**config.mk**
```make
export PLATFORM = sky130hd
export DESIGN_NAME = control_unit
export DESIGN_NICKNAME = d
export VERILOG_FILES = /design/src/rtl/control_unit.sv
export SDC_FILE = /design/constraint.sdc
export NUM_CORES = 1
export LEC_CHECK = 0
export ABC_AREA = 1
export BUFFER_PORTS_ARGS = -buffer_cell sky130_fd_sc_hd__buf_2
export CAP_MARGIN = 10
export CORE_AREA = 2 2 39 41
export CTS_BUF_LIST = sky130_fd_sc_hd__clkbuf_2
export DETAILED_ROUTE_END_ITERATION = 7
export DIE_AREA = 0 0 41 43
export PLACE_DENSITY = 0.73
export SLEW_MARGIN = 20
export SYNTH_ARGS = -nofsm -noshare
export SYNTH_HDL_FRONTEND = slang
export SYNTH_SLANG_ARGS = --single-unit
```
**constraint.sdc**
```tcl
create_clock -name clk -period 3.55 [get_ports clk]
set_input_delay 1.065 -clock clk [delete_from_list [all_inputs] [get_ports clk]]
set_output_delay 1.065 -clock clk [all_outputs]
set_load 0.03 [all_outputs]
```
**src/rtl/control_unit.sv**
```systemverilog
// Multicycle RISC-V control FSM: sequences fetch/decode/execute/writeback and
// drives the datapath strobes and mux selects from the current state.
module control_unit (
  input  logic       clk,
  input  logic       rst,
  input  logic [6:0] opcode,
  input  logic [2:0] funct3,
  input  logic       funct7b5,
  input  logic       zero,
  output logic       PC_write,
  output logic       address_src,
  output logic       IR_write,
  output logic       reg_write,
  output logic       mem_write,
  output logic [1:0] result_src,
  output logic [1:0] alu_src_A,
  output logic [1:0] alu_src_B,
  output logic [1:0] imm_src,
  output logic [2:0] alu_control,
  output logic [3:0] state,
  output logic       illegal_instr,
  output logic       instr_done
);

  typedef enum logic [3:0] {
    FETCH    = 4'd0,
    DECODE   = 4'd1,
    MEMADR   = 4'd2,
    MEMREAD  = 4'd3,
    MEMWB    = 4'd4,
    MEMWRITE = 4'd5,
    EXECUTER = 4'd6,
    EXECUTEI = 4'd7,
    ALUWB    = 4'd8,
    BEQ      = 4'd9,
    JAL      = 4'd10
  } state_t;

  localparam logic [6:0] OP_LW  = 7'b0000011;
  localparam logic [6:0] OP_SW  = 7'b0100011;
  localparam logic [6:0] OP_R   = 7'b0110011;
  localparam logic [6:0] OP_I   = 7'b0010011;
  localparam logic [6:0] OP_BEQ = 7'b1100011;
  localparam logic [6:0] OP_JAL = 7'b1101111;

  localparam logic [2:0] ALU_ADD = 3'b000;
  localparam logic [2:0] ALU_SUB = 3'b001;
  localparam logic [2:0] ALU_AND = 3'b010;
  localparam logic [2:0] ALU_OR  = 3'b011;
  localparam logic [2:0] ALU_SLT = 3'b101;

  state_t     state_r;
  state_t     state_next;
  logic [2:0] func_alu;
  logic       pc_write_raw;
  logic       ir_write_raw;
  logic       reg_write_raw;
  logic       mem_write_raw;
  logic       illegal_raw;
  logic       done_raw;

  assign state = state_r;

  always_ff @(posedge clk) begin
    if (rst) state_r <= FETCH;
    else     state_r <= state_next;
  end

  always_comb begin
    state_next = FETCH;
    case (state_r)
      FETCH:    state_next = DECODE;
      DECODE: begin
        case (opcode)
          OP_LW, OP_SW: state_next = MEMADR;
          OP_R:         state_next = EXECUTER;
          OP_I:         state_next = EXECUTEI;
          OP_BEQ:       state_next = BEQ;
          OP_JAL:       state_next = JAL;
          default:      state_next = FETCH;
        endcase
      end
      MEMADR:   state_next = (opcode == OP_LW) ? MEMREAD : MEMWRITE;
      MEMREAD:  state_next = MEMWB;
      EXECUTER: state_next = ALUWB;
      EXECUTEI: state_next = ALUWB;
      JAL:      state_next = ALUWB;
      default:  state_next = FETCH;
    endcase
  end

  // funct7b5 only selects sub for register-register ops; addi ignores it.
  always_comb begin
    case (funct3)
      3'b000:  func_alu = (opcode[5] & funct7b5) ? ALU_SUB : ALU_ADD;
      3'b010:  func_alu = ALU_SLT;
      3'b110:  func_alu = ALU_OR;
      3'b111:  func_alu = ALU_AND;
      default: func_alu = ALU_ADD;
    endcase
  end

  always_comb begin
    case (opcode)
      OP_SW:   imm_src = 2'b01;
      OP_BEQ:  imm_src = 2'b10;
      OP_JAL:  imm_src = 2'b11;
      default: imm_src = 2'b00;
    endcase
  end

  always_comb begin
    pc_write_raw  = 1'b0;
    ir_write_raw  = 1'b0;
    reg_write_raw = 1'b0;
    mem_write_raw = 1'b0;
    illegal_raw   = 1'b0;
    done_raw      = 1'b0;
    address_src   = 1'b0;
    result_src    = 2'd0;
    alu_src_A     = 2'd0;
    alu_src_B     = 2'd0;
    alu_control   = ALU_ADD;
    case (state_r)
      FETCH: begin
        ir_write_raw = 1'b1;
        pc_write_raw = 1'b1;
        alu_src_B    = 2'd2;
        result_src   = 2'd2;
      end
      DECODE: begin
        alu_src_A   = 2'd1;
        alu_src_B   = 2'd1;
        illegal_raw = !(opcode inside {OP_LW, OP_SW, OP_R, OP_I, OP_BEQ, OP_JAL});
      end
      MEMADR: begin
        alu_src_A = 2'd2;
        alu_src_B = 2'd1;
      end
      MEMREAD: address_src = 1'b1;
      MEMWB: begin
        result_src    = 2'd1;
        reg_write_raw = 1'b1;
        done_raw      = 1'b1;
      end
      MEMWRITE: begin
        address_src   = 1'b1;
        mem_write_raw = 1'b1;
        done_raw      = 1'b1;
      end
      EXECUTER: begin
        alu_src_A   = 2'd2;
        alu_control = func_alu;
      end
      EXECUTEI: begin
        alu_src_A   = 2'd2;
        alu_src_B   = 2'd1;
        alu_control = func_alu;
      end
      ALUWB: begin
        reg_write_raw = 1'b1;
        done_raw      = 1'b1;
      end
      BEQ: begin
        alu_src_A    = 2'd2;
        alu_control  = ALU_SUB;
        pc_write_raw = zero;
        done_raw     = 1'b1;
      end
      JAL: begin
        alu_src_A    = 2'd1;
        alu_src_B    = 2'd2;
        pc_write_raw = 1'b1;
      end
      default: ;
    endcase
  end

  // Strobes are suppressed during reset so nothing architectural is written.
  assign PC_write      = pc_write_raw  & ~rst;
  assign IR_write      = ir_write_raw  & ~rst;
  assign reg_write     = reg_write_raw & ~rst;
  assign mem_write     = mem_write_raw & ~rst;
  assign illegal_instr = illegal_raw   & ~rst;
  assign instr_done    = done_raw      & ~rst;

endmodule

```
== Word level (Yosys, flattened, before mapping) ==
Cells that the tools add are included.

* Flip-flop bits (word level): 4
* Input port bits: 14
* Output and inout bits: 22
* Word-level logic and storage cells: 59

* Eq/ne operators: 19
* Mux-type cells: 17
* Bitwise operators: 8
* Reduce and logical (&&, ||, !) cells: 14

{| class="wikitable"
|+ Operators by type and width
! cell !! count
|-
| case mux 4 bit (5 select lines) || 2
|-
| equality test 4 x 3 -> 1 bit (second input constant) || 4
|-
| equality test 7 x 6 -> 1 bit (second input constant) || 2
|-
| equality test 7 bit (second input constant) || 2
|-
| equality test 4 bit (second input constant) || 3
|-
| case mux 2 bit (2 select lines) || 3
|-
| case mux 3 bit (4 select lines) || 1
|-
| OR reduction 2 bit || 6
|-
| equality test 4 x 2 -> 1 bit (second input constant) || 2
|-
| OR reduction 4 bit || 2
|-
| bitwise AND 1 bit || 7
|-
| equality test 7 x 2 -> 1 bit (second input constant) || 1
|-
| equality test 7 x 5 -> 1 bit (second input constant) || 1
|-
| 2-to-1 mux 1 bit || 7
|-
| equality test 3 bit (second input constant) || 2
|-
| case mux 2 bit (3 select lines) || 1
|-
| case mux 3 bit (2 select lines) || 1
|-
| nonzero test 6 bit || 1
|-
| OR reduction 3 bit || 2
|-
| equality test 4 x 1 -> 1 bit (second input constant) || 1
|-
| logical NOT 4 bit || 1
|-
| equality test 3 x 2 -> 1 bit (second input constant) || 1
|-
| logical NOT 3 bit || 1
|-
| 2-to-1 mux 3 bit || 1
|-
| other kinds (3) || 3
|}

== Depth between registers and ports, before layout ==
* Depth after elaboration: 5
* Gate-level depth with buffers: 8
* Gate-level depth less buffers: 8

== Worst setup path after synthesis ==
OpenSTA, ideal clock, no wires.

* Kind: input to output
* From: input port opcode[1]
* To: output port illegal_instr
* Arrival time: 2064 ps
* Data required time: 2485 ps
* Setup slack: 421 ps
* Stages on the path: 5
* Path buffers: 0
* Cell sequence: nand2_1 nor2_1 nand2_1 nand3_1 nor3_1

* Cells in the longest elaborated chain, start to end: 5
* Elaborated cells on any way between the ends: 10
* Those cells by class: 6 x eq/ne; 1 x mux; 1 x bitwise; 2 x reduce/logical

{| class="wikitable"
|+ Ends and longest elaborated chain
! what !! line !! RTL
|-
| start, declared || 6 || <nowiki>input logic [6:0] opcode,</nowiki>
|-
| equality test 7 x 2 -> 1 bit, or another cell as far along || 134 || <nowiki>illegal_raw = !(opcode inside {OP_LW, OP_SW, OP_R, OP_I, OP_BEQ, OP_JAL});</nowiki>
|-
| nonzero test 6 bit (*) || 134 ||
|-
| logical NOT 1 bit (*) || 134 ||
|-
| 2-to-1 mux 1 bit (*) || 124 || <nowiki>case (state_r)</nowiki>
|-
| bitwise AND 1 bit (*) || 184 || <nowiki>assign illegal_instr = illegal_raw & ~rst;</nowiki>
|-
| end, declared || 21 || <nowiki>output logic illegal_instr,</nowiki>
|}

Every way passes the cells marked *; elsewhere a longest branch is shown, timed or not.

== Worst setup path after layout ==
* From: input port opcode[4]
* To: output port imm_src[0]

* Cells in the longest elaborated chain, start to end: 2
* Elaborated cells on any way between the ends: 4
* Those cells by class: 3 x eq/ne; 1 x mux

{| class="wikitable"
|+ Ends and longest elaborated chain
! what !! line !! RTL
|-
| equality test 7 bit or equality test 7 x 6 -> 1 bit (tied branches) || 104 || <nowiki>case (opcode)</nowiki>
|-
| case mux 2 bit (3 select lines) (*) || 104 ||
|-
| end, declared || 18 || <nowiki>output logic [1:0] imm_src,</nowiki>
|}

Marks and branches as above.

==> impl_metrics.ini <==
[run_status]
outcome = complete, no violations

[floorplanning]
start_util = 0.348
die_w_um = 41
die_h_um = 43
rows = 14
die_area_um2 = 1760
ioPinCount = 36
core_um2 = 1380

[cells_and_area]
fill_cells = 157
n_antenna_cell = 0
ff_latch_area_um2 = 80.1
syn_to_final_growth_pct = 42.9
final_cell_mix = buf_2, nand2_1, inv_1, nor2_1, nand3_1
multiInputGateArea_um2 = 319
largest_reg_flops = 4
finalNetCount = 149
final_area_um2 = 688
drive_gt1_frac = 0.323
layout_commonest_cell = buf_2

[global_route]
grt_overflow_total = 0
grt_pass1_vias = 589
grt_use_total = 0.154
grt_max_degree = 11
grt_pass1_wl_um = 2000
antenna_found_initial = 0

[pwr]
seq_power_share = 0.336
p_clk_frac = 0.291
ir_drop_uv = 119
power_density_nw_per_um2 = 208
pwr-share-comb = 0.373
swShare = 0.397
p_leak_nw = 0.453
switching_power_w = 0.0000568
p_int_w = 0.0000864

[place]
place.gp.congestion = 0.817
port_buffers = 35
hpwl_um = 1110
dpl_cell_area_um2 = 673

[route]
ant_nets = 0
wl_um = 1270
vias = 683
wl_per_cell_um = 8.51
drc = 0
drtPass1Iterations = 3
initialDrtViolationCount = 19
viasPerCell = 4.58

[clocking]
cts_buffers = 3
worst_skew_pair.late_latency_ns = 0.21
clk_pin_slew_ns = 0.04
clock_sinks = 4
cts_root_buf = clkbuf_2
postCtsSetupBuffers = 0
tritoncts = done
htree_num_levels = 1
clockBufferDepth = 2
cts.repair.resized = 0
holdBufCountCts = 0

[worst_setup_path]
path_buf_inv = 4
endpoint_kind = output pin
rr_endpoint = state[3]
rr_startpoint = state[1]
crit_fanout = 4
start_kind = primary input
r2r_setup_slack_ns = 2.43
worstRegToRegCells = 4
cp_slowest_cell = buf_2
crit_family = buffers and inverters
cp.arrival_ns = 1.93
critPathMaxStageDelay_ns = 0.19
cp.required_ns = 2.48
critical_path_class = in2out
worst-path-stages = 8
crit_chain = buf_2, inv_1, nand3_1, inv_1, nand2_1, nand2_1, and3_1, buf_2

[sta]
layout_min_cycle_time_ns = 2.99
relSlewSlack = 0.826
finalSetupTns_ns = 0
worst_pin_slew_ns = 0.260
clock_skew_ns = 0.00218
grt_setup_unrepaired = false
finalSetupViolCount = 0
hold_viol = 0
max_freq_mhz = 334
slew_violations = 0
min_period_over_period = 0.842

[synth]
synth_top_family_by_area = simple AND/OR/NAND/NOR gates
synth-simple-area-share = 0.597
syn_area_um2 = 482
synth_xor_area_frac = 0
ys.flop_type = dfxtp_1
synth_area_per_cell_um2 = 5.02
yosys_register_bits = 4
yosysSeqAreaShare = 0.166
yosys.cell_types.count = 16
async_flop_share = 0
synthCells = 96
synth_edf_count = 0
yosys_warnings = 0
synth_nets = 110
synth-compound-area-share = 0.0649
synth_mux_area_frac = 0
synth-adder-area-share = 0

[worst_hold_path]
min_path_cells = 4
worstHoldEndpoint = state[3]
hold_path.class = reg2reg
min_from = state[3]

[job]
max_cap_violations = 0
[synth_stat cells (2+ instances only)]
master / count / area share
nand2_1: 24 / 0.19
inv_1: 20 / 0.16
nor2_1: 18 / 0.14
nand3_1: 13 / 0.14
a21oi_1: 4 / 0.042
dfxtp_1: 4 / 0.17
nand2_2: 2 / 0.026
nor2_4: 2 / 0.047
nor3_1: 2 / 0.021
[metal layers]
layer,global-route usage,share of wire,vias to the layer above
met5,0,0,-
met4,0.0400,0.011,0
met3,0,0.059,2
met2,0.300,0.51,21
met1,0.165,0.42,292
li1,-,-,368
[how the worst max path moves through the flow]
stage | start | end
4_1_cts | opcode[1] | illegal_instr
6_report | opcode[4] | imm_src[0]
2_1_floorplan | opcode[1] | illegal_instr
3_5_place_dp | opcode[1] | illegal_instr
3_3_place_gp | opcode[1] | illegal_instr
5_1_grt | opcode[0] | illegal_instr
[worst reg2reg max path: cells and delay by family (launching register included)]
kind / cells / cell delay [ns]
DFF: 1 / 0.43
and+or+nand+nor: 2 / 0.34
AOI/OAI and AO/OA: 1 / 0.17
buffers and inverters: 1 / 0.11
[final cells by class]
| type | instances | area share |
|---|---|---|
| Inverter | 21 | 0.115 |
| Clock buffer | 3 | 0.0218 |
| Multi-Input combinational cell | 70 | 0.464 |
| Tap cell | 16 | 0.0291 |
| Sequential cell | 4 | 0.116 |
| Timing Repair Buffer | 35 | 0.255 |
[logic make-up (layout without fill, tap and decap cells)]
| kind of cell | count (synthesis) | in the layout |
|---|---|---|
| flip-flops | 4 | 4 |
| buffers and inverters | 22 | 59 |
| AND/OR/NAND/NOR | 64 | 64 |
| AO/OA/AOI/OAI | 6 | 6 |
[per-stage QoR]
step / util / power (W) / instances / setup slack [ns] / hold WS (ns)
6_report: 0.497 / 0.000143 / 149 / 0.560 / 0.682
2_1_floorplan: - / 0.0000842 / 96 / 0.421 / 0.749
5_1_grt: 0.497 / 0.000151 / 149 / 0.455 / 0.720
3_5_place_dp: 0.486 / 0.000103 / 146 / 0.569 / 0.673
4_1_cts: 0.497 / 0.000142 / 149 / 0.569 / 0.685
3_3_place_gp: 0.486 / 0.000102 / 146 / 0.578 / 0.672
[power by group through the flow]
| stage | sequential, W | clock [W] | combinational (W) |
|---|---|---|---|
| final | 0.0000481 | 0.0000416 | 0.0000535 |
| after global routing | 0.0000484 | 0.0000432 | 0.0000594 |
| after CTS | 0.0000481 | 0.0000405 | 0.0000539 |
| after detailed placement | 0.0000488 | 0 | 0.0000537 |
| after global placement | 0.0000489 | 0 | 0.0000528 |
| after floorplan | 0.0000507 | 0 | 0.0000335 |
Power figures use the tool's default switching activity.
